--- src/rtl/caravel_sram_scan_pkg.sv ---
// Shared widths, scan-register field layout and command payload for the SRAM scan controller.
package caravel_sram_scan_pkg;

    localparam int unsigned NUM_MACROS = 16;
    localparam int unsigned SEL_W      = 4;
    localparam int unsigned ADDR_W     = 16;
    localparam int unsigned DATA_W     = 32;
    localparam int unsigned MASK_W     = 4;
    localparam int unsigned SCAN_W     = 112;

    // sel[3] set means a single-port macro (no port 1)
    localparam int unsigned SP_SEL_MSB = 3;

    // Macros physically fitted, one bit per sel value
    localparam logic [NUM_MACROS-1:0] FITTED_MASK = '1;

    // Scan register field offsets (LSB position of each field)
    localparam int unsigned SEL_LSB    = 108;
    localparam int unsigned ADDR0_LSB  = 92;
    localparam int unsigned DIN0_LSB   = 60;
    localparam int unsigned CSB0_BIT   = 59;
    localparam int unsigned WEB0_BIT   = 58;
    localparam int unsigned WMASK0_LSB = 54;
    localparam int unsigned ADDR1_LSB  = 38;
    localparam int unsigned DIN1_LSB   = 6;
    localparam int unsigned CSB1_BIT   = 5;
    localparam int unsigned WEB1_BIT   = 4;
    localparam int unsigned WMASK1_LSB = 0;

    // Command payload as seen in the scan register, MSB first
    typedef struct packed {
        logic [SEL_W-1:0]  sel;
        logic [ADDR_W-1:0] addr0;
        logic [DATA_W-1:0] din0;
        logic              csb0;
        logic              web0;
        logic [MASK_W-1:0] wmask0;
        logic [ADDR_W-1:0] addr1;
        logic [DATA_W-1:0] din1;
        logic              csb1;
        logic              web1;
        logic [MASK_W-1:0] wmask1;
    } scan_cmd_t;

endpackage

--- src/rtl/caravel_sram_scan_if.sv ---
// GPIO scan pins and shared SRAM bus between the scan controller and the macros.
interface caravel_sram_scan_if;
    import caravel_sram_scan_pkg::*;

    logic                         in_select;
    logic                         gpio_in;
    logic                         gpio_scan;
    logic                         gpio_sram_load;
    logic                         global_csb;
    logic                         gpio_out;
    logic [ADDR_W-1:0]            sram_addr0;
    logic [ADDR_W-1:0]            sram_addr1;
    logic [DATA_W-1:0]            sram_din0;
    logic                         sram_web0;
    logic [MASK_W-1:0]            sram_wmask0;
    logic [NUM_MACROS-1:0]        sram_csb0;
    logic [NUM_MACROS-1:0]        sram_csb1;
    logic [NUM_MACROS*DATA_W-1:0] sram_dout0;
    logic [NUM_MACROS*DATA_W-1:0] sram_dout1;

    // Controller side
    modport master (
        input  in_select, gpio_in, gpio_scan, gpio_sram_load, global_csb,
        input  sram_dout0, sram_dout1,
        output gpio_out, sram_addr0, sram_addr1, sram_din0, sram_web0,
        output sram_wmask0, sram_csb0, sram_csb1
    );

    // Pin / macro side
    modport slave (
        output in_select, gpio_in, gpio_scan, gpio_sram_load, global_csb,
        output sram_dout0, sram_dout1,
        input  gpio_out, sram_addr0, sram_addr1, sram_din0, sram_web0,
        input  sram_wmask0, sram_csb0, sram_csb1
    );

endinterface

--- src/rtl/caravel_sram_scan_cmd_decode.sv ---
// Macro select decode: per-macro chip selects and read-data mux.
module sram_cmd_decode
    import caravel_sram_scan_pkg::*;
(
    input  logic [SEL_W-1:0]             sel,
    input  logic                         exec_en,
    input  logic                         csb0_fld,
    input  logic                         csb1_fld,
    input  logic [NUM_MACROS*DATA_W-1:0] dout0,
    input  logic [NUM_MACROS*DATA_W-1:0] dout1,
    output logic [NUM_MACROS-1:0]        csb0_c,
    output logic [NUM_MACROS-1:0]        csb1_c,
    output logic [DATA_W-1:0]            rdata0_c,
    output logic [DATA_W-1:0]            rdata1_c
);

    logic fitted_c;

    // One-hot active-low chip select for the selected macro, plus its read data
    always_comb begin
        csb0_c   = '1;
        csb1_c   = '1;
        rdata0_c = '0;
        rdata1_c = '0;
        fitted_c = FITTED_MASK[sel];
        for (int k = 0; k < NUM_MACROS; k++) begin
            if (fitted_c && (SEL_W'(k) == sel)) begin
                if (exec_en) begin
                    csb0_c[k] = csb0_fld;
                    // Single-port macros have no port 1
                    if (!sel[SP_SEL_MSB]) begin
                        csb1_c[k] = csb1_fld;
                    end
                end
                rdata0_c = dout0[k*DATA_W +: DATA_W];
                rdata1_c = dout1[k*DATA_W +: DATA_W];
            end
        end
    end

endmodule

--- src/rtl/caravel_sram_scan.sv ---
// GPIO-driven SRAM test controller: 112-bit scan command register, execute strobe and read-back load.
module caravel_sram_scan
    import caravel_sram_scan_pkg::*;
(
    input  logic                    gpio_clk,
    input  logic                    resetn,
    caravel_sram_scan_if.master     bus
);

    logic [SCAN_W-1:0]     scan_q;
    logic [SCAN_W-1:0]     scan_d;
    logic                  exec_en_c;
    logic [DATA_W-1:0]     rdata0_c;
    logic [DATA_W-1:0]     rdata1_c;
    logic [NUM_MACROS-1:0] csb0_c;
    logic [NUM_MACROS-1:0] csb1_c;

    // Execute only when idle on the scan side; reset blocks any access
    assign exec_en_c = bus.in_select & ~bus.global_csb & ~bus.gpio_scan
                     & ~bus.gpio_sram_load & resetn;

    sram_cmd_decode u_decode (
        .sel      (scan_q[SEL_LSB +: SEL_W]),
        .exec_en  (exec_en_c),
        .csb0_fld (scan_q[CSB0_BIT]),
        .csb1_fld (scan_q[CSB1_BIT]),
        .dout0    (bus.sram_dout0),
        .dout1    (bus.sram_dout1),
        .csb0_c   (csb0_c),
        .csb1_c   (csb1_c),
        .rdata0_c (rdata0_c),
        .rdata1_c (rdata1_c)
    );

    // Next scan value: load has priority over shift, otherwise hold
    always_comb begin
        scan_d = scan_q;
        if (bus.in_select) begin
            if (bus.gpio_sram_load) begin
                scan_d[DIN0_LSB +: DATA_W] = rdata0_c;
                scan_d[DIN1_LSB +: DATA_W] = rdata1_c;
            end else if (bus.gpio_scan) begin
                scan_d = {scan_q[SCAN_W-2:0], bus.gpio_in};
            end
        end
    end

    // Scan register, cleared asynchronously so a partial command is discarded
    always_ff @(posedge gpio_clk or negedge resetn) begin
        if (!resetn) begin
            scan_q <= '0;
        end else begin
            scan_q <= scan_d;
        end
    end

    assign bus.gpio_out    = scan_q[SCAN_W-1];
    assign bus.sram_addr0  = scan_q[ADDR0_LSB +: ADDR_W];
    assign bus.sram_addr1  = scan_q[ADDR1_LSB +: ADDR_W];
    assign bus.sram_din0   = scan_q[DIN0_LSB +: DATA_W];
    assign bus.sram_web0   = scan_q[WEB0_BIT];
    assign bus.sram_wmask0 = scan_q[WMASK0_LSB +: MASK_W];
    assign bus.sram_csb0   = csb0_c;
    assign bus.sram_csb1   = csb1_c;

endmodule

--- src/flat_wrapper.sv ---
// flat-port wrapper written by rule: the top's interface ports become plain ports
module caravel_sram_scan_flat import caravel_sram_scan_pkg::*;
  (gpio_clk, resetn, bus_in_select, bus_gpio_in, bus_gpio_scan, bus_gpio_sram_load, bus_global_csb, bus_sram_dout0, bus_sram_dout1, bus_gpio_out, bus_sram_addr0, bus_sram_addr1, bus_sram_din0, bus_sram_web0, bus_sram_wmask0, bus_sram_csb0, bus_sram_csb1);
  caravel_sram_scan_if bus_i ();
  input  logic gpio_clk;
  input  logic resetn;
  input wire logic [$bits(bus_i.in_select)-1:0] bus_in_select;
  input wire logic [$bits(bus_i.gpio_in)-1:0] bus_gpio_in;
  input wire logic [$bits(bus_i.gpio_scan)-1:0] bus_gpio_scan;
  input wire logic [$bits(bus_i.gpio_sram_load)-1:0] bus_gpio_sram_load;
  input wire logic [$bits(bus_i.global_csb)-1:0] bus_global_csb;
  input wire logic [$bits(bus_i.sram_dout0)-1:0] bus_sram_dout0;
  input wire logic [$bits(bus_i.sram_dout1)-1:0] bus_sram_dout1;
  output wire logic [$bits(bus_i.gpio_out)-1:0] bus_gpio_out;
  output wire logic [$bits(bus_i.sram_addr0)-1:0] bus_sram_addr0;
  output wire logic [$bits(bus_i.sram_addr1)-1:0] bus_sram_addr1;
  output wire logic [$bits(bus_i.sram_din0)-1:0] bus_sram_din0;
  output wire logic [$bits(bus_i.sram_web0)-1:0] bus_sram_web0;
  output wire logic [$bits(bus_i.sram_wmask0)-1:0] bus_sram_wmask0;
  output wire logic [$bits(bus_i.sram_csb0)-1:0] bus_sram_csb0;
  output wire logic [$bits(bus_i.sram_csb1)-1:0] bus_sram_csb1;
  assign bus_i.in_select = bus_in_select;
  assign bus_i.gpio_in = bus_gpio_in;
  assign bus_i.gpio_scan = bus_gpio_scan;
  assign bus_i.gpio_sram_load = bus_gpio_sram_load;
  assign bus_i.global_csb = bus_global_csb;
  assign bus_i.sram_dout0 = bus_sram_dout0;
  assign bus_i.sram_dout1 = bus_sram_dout1;
  assign bus_gpio_out = bus_i.gpio_out;
  assign bus_sram_addr0 = bus_i.sram_addr0;
  assign bus_sram_addr1 = bus_i.sram_addr1;
  assign bus_sram_din0 = bus_i.sram_din0;
  assign bus_sram_web0 = bus_i.sram_web0;
  assign bus_sram_wmask0 = bus_i.sram_wmask0;
  assign bus_sram_csb0 = bus_i.sram_csb0;
  assign bus_sram_csb1 = bus_i.sram_csb1;
  caravel_sram_scan u_core (.gpio_clk(gpio_clk), .resetn(resetn), .bus(bus_i));
endmodule
--- config.mk ---
export PLATFORM = sky130hd
export DESIGN_NAME = caravel_sram_scan_flat
export DESIGN_NICKNAME = d
export VERILOG_FILES = /design/src/rtl/caravel_sram_scan_pkg.sv /design/src/rtl/caravel_sram_scan_if.sv /design/src/rtl/caravel_sram_scan_cmd_decode.sv /design/src/rtl/caravel_sram_scan.sv /design/src/flat_wrapper.sv
export SDC_FILE = /design/constraint.sdc
export NUM_CORES = 1
export LEC_CHECK = 0
export ABC_AREA = 1
export CAP_MARGIN = 10
export CORE_AREA = 10 10 437 439
export DETAILED_ROUTE_END_ITERATION = 8
export DIE_AREA = 0 0 447 449
export PLACE_DENSITY = 0.35
export SLEW_MARGIN = 10
export SYNTH_ARGS = -nofsm -noshare
export SYNTH_HDL_FRONTEND = slang
export SYNTH_SLANG_ARGS = --single-unit
--- constraint.sdc ---
create_clock -name gpio_clk -period 3.6 [get_ports gpio_clk]
set_input_delay 0.36 -clock gpio_clk [delete_from_list [all_inputs] [get_ports gpio_clk]]
set_output_delay 0.36 -clock gpio_clk [all_outputs]
set_load 0.01 [all_outputs]
==> results by group <==
Run status
  • Status: finished, final reports clean

STA
  • Total negative slack: 0 ns
  • Final worst slack: 0.02100 ns
  • Final Max Tran Viols: 0
  • RSZ-0062 raised after global routing: true
  • Final Skew: 0.01704 ns
  • Least-Margin Pin Slew: 1.194 ns
  • Minimum hold slack: 0.3878 ns
  • F_max: 0.2794 GHz
  • Fin. Hold Viols: 0
  • Relative slew slack: 20.08%
  • Final setup viols: 0
  • Tcrit/Tclk final: 99.42%
  • Fin crit period: 3.579 ns

Pwr
  • Clk pwr share: 11.7%
  • Seq pwr share: 19.2%
  • Pwr/cell area: 345.6 nW/µm²
  • Net Sw Power: 5.142 mW
  • Internal: 4.593 mW
  • P_leak: 11.34 nW
  • Net Sw Frac: 52.82%
  • Maximum vdd drop: 231.4 µV
  • Comb power frac: 69.1%

Clocking
  • Clock latency on the worst-skew pair: 0.41 ns
  • Clock slew at reported path FFs: 0.10 ns
  • H-tree levels: 3
  • CTS Buf Count: 9
  • Post CTS Setup Buffer Count: 0
  • TritonCTS clock tree: yes
  • CTS Root Cell: clkbuf_16
  • Clk sinks: 112
  • Clk buf depth: 2

Layout
  • Largest register FFs: 112
  • Reg with most FFs: u_core.scan_q
  • Fill count: 21270
  • Biggest regs: u_core.scan_q x112
  • Final Core Density: 15.45%
  • Area Overhead vs Synth: 108.8%
  • Layout cells sized above 1: 6.543%
  • # nets final: 4572
  • Design Area, Final: 28170 µm²

GRT
  • GRT Total Usage: 17.03%
  • Grt total ovfl: 0
  • Vias in the first global route: 21420
  • Largest net degree at the start of global routing: 65
  • First-pass GRT wire length: 226300 µm
  • Initial antenna violation count: 87

Detailed routing
  • Detailed Route WL: 179400 µm
  • Pre-antenna DRT Iters: 5
  • DRT iter0 DRCs: 1784
  • DRC: 0
  • Via density: 3.575
  • Number of antenna-violating nets in the routed design: 0
  • Via count: 21270
  • DR WL/cell: 30.15 µm

Run
  • Max_cap viols: 0

Synthesis
  • Share of the synthesized area in the top cell type: 23.67%
  • #FFs+latches synth: 112
  • Mapped Cells: 2516
  • Post-synth EDFFs: 0
  • Count leader, synth: nand2_1
  • Mean Syn Cell Area: 5.363 µm²
  • Ys Warns: 0
  • Synth top area cells: nand2_1 (24%), dfrtp_1 (21%), nor2_1 (12%), a21oi_1 (9.5%), nand4_1 (7.7%)
  • Seq/Total Area, Yosys: 20.77%
  • Synth area leader: nand2_1
  • Mapped cell area: 13490 µm²
  • Synth cell count leaders: nand2_1 (851), nor2_1 (414), inv_1 (270)
  • Asr flop ratio synth: 100.0%
  • Synth unique cells: 23
  • Top_reg_cell synth: dfrtp_1

Floorplanning
  • Die Span Y: 449 µm
  • Full die area: 200700 µm²
  • Initial Util: 7.402%
  • Placeable Area: 182300 µm²
  • Ports: 1133
  • Die W: 447 µm
  • Row cnt: 157

Worst setup path
  • CP required: 3.89 ns
  • Crit-path max FO: 41
  • Setup crit end kind: flip-flop
  • R2R cell count: 14
  • Critical Path Start Type: flip-flop
  • Setup Crit Path Kind: reg -> reg
  • Critical path arrival: 3.87 ns

Placed design
  • Post-place setup slack: -0.1655 ns
  • Gpl congestion: 0.9028
  • Dpl hpwl: 156200 µm
  • Placed inst area: 27770 µm²
  • PortBufs: 1124

Min path
  • Worst min path class: in -> async
cell families after synthesis:
| kind of cell | after synthesis | share of synthesized area, % |
|---|---|---|
| compound gates | 270 | 10.03 |
| other cells | 1 | 0.02779 |
| simple gates | 1587 | 49.03 |
| mux | 44 | 3.672 |
| buf+inv | 502 | 16.47 |
| flops | 112 | 20.77 |
cell type report:
| cell class | count | area (µm²) | area share [%] |
|---|---|---|---|
| timing repair buffer | 1227 | 12320 | 43.72 |
| multi-input combinational | 1910 | 8656 | 30.73 |
| tap | 2385 | 2984 | 10.59 |
| sequential | 112 | 2804 | 9.954 |
| inverter | 281 | 1059 | 3.758 |
| clock buffer | 9 | 225.2 | 0.7995 |
| clock inverter | 7 | 75.07 | 0.2665 |
| antenna | 20 | 50.05 | 0.1777 |
worst paths after layout:
path                                                start                             end  slack (ns)
min                                                resetn   u_core.scan_q[46]$_DFFE_PN0P_        0.39
min reg2reg                  u_core.scan_q[2]$_DFFE_PN0P_    u_core.scan_q[3]$_DFFE_PN0P_        0.51
max reg2reg                u_core.scan_q[108]$_DFFE_PN0P_   u_core.scan_q[18]$_DFFE_PN0P_        0.02
min in group gpio_clk        u_core.scan_q[2]$_DFFE_PN0P_    u_core.scan_q[3]$_DFFE_PN0P_        0.51
max in group asynchronous                          resetn  u_core.scan_q[110]$_DFFE_PN0P_        2.11
max                        u_core.scan_q[108]$_DFFE_PN0P_   u_core.scan_q[18]$_DFFE_PN0P_        0.02
power groups by stage:
stage | Clock (mW) | Sequential, mW | Combinational, mW
floorplan | 0 | 1.74 | 2.44
CTS | 1.21 | 1.88 | 6.98
detailed placement | 0 | 1.90 | 6.92
global placement | 0 | 1.90 | 6.92
global route | 1.24 | 1.92 | 7.25
finish | 1.14 | 1.87 | 6.73
metrics by stage:
stage                     std cells  power [mW]
after CTS                      5931       10.06
after floorplan                2523       4.187
after detailed placement       5913       8.814
final                          5951       9.736
after global routing           5939       10.41
after global placement         5913       8.822
critical path: stages (launching register included):
cell	delay, ns
dfrtp_1	0.45
inv_2	0.10
nand2_1	0.32
nor2_4	0.08
buf_12	0.18
nand2_1	0.15
nand3_2	0.15
nor2_1	0.19
nand4_1	0.40
nor2_2	0.31
nand4_1	0.44
nor2_1	0.21
nand4_1	0.18
nand2_1	0.12
a21oi_1	0.06
layer usage:
metal / vias up / GRT usage, % / wire length [µm]
met5: - / 0 / 305
met4: 46 / 2.027 / 2169
met3: 166 / 2.873 / 10040
met2: 885 / 31.87 / 93990
met1: 10240 / 20.65 / 72900
li1: 9938 / - / -
cells in the final DEF (no fill, tap or decap), types with 5 or more instances in the layout:
cell type	n
clkdlybuf4s50_1	1123
nand2_1	849
nor2_1	394
inv_1	270
a21oi_1	256
nand4_1	166
nand3_1	115
dfrtp_1	111
buf_4	79
mux2_2	44
or2_2	27
buf_12	23
diode_2	20
nor2_4	17
o21ai_0	12
nor2_2	9
inv_2	9
clkbuf_16	9
conb_1	8
or2_0	5
repair_timing:
| item | CTS | global route |
|---|---|---|
| resized for setup | 4 | 5 |
| hold endpoints to repair | 27 | 0 |
| gates cloned | 1 | 0 |
| pin swaps | 4 | 3 |
| endpoints found under the setup margin | 4 | 5 |
| hold buffers | 1 | 0 |
Note: power is estimated with default switching activity, not from simulation.
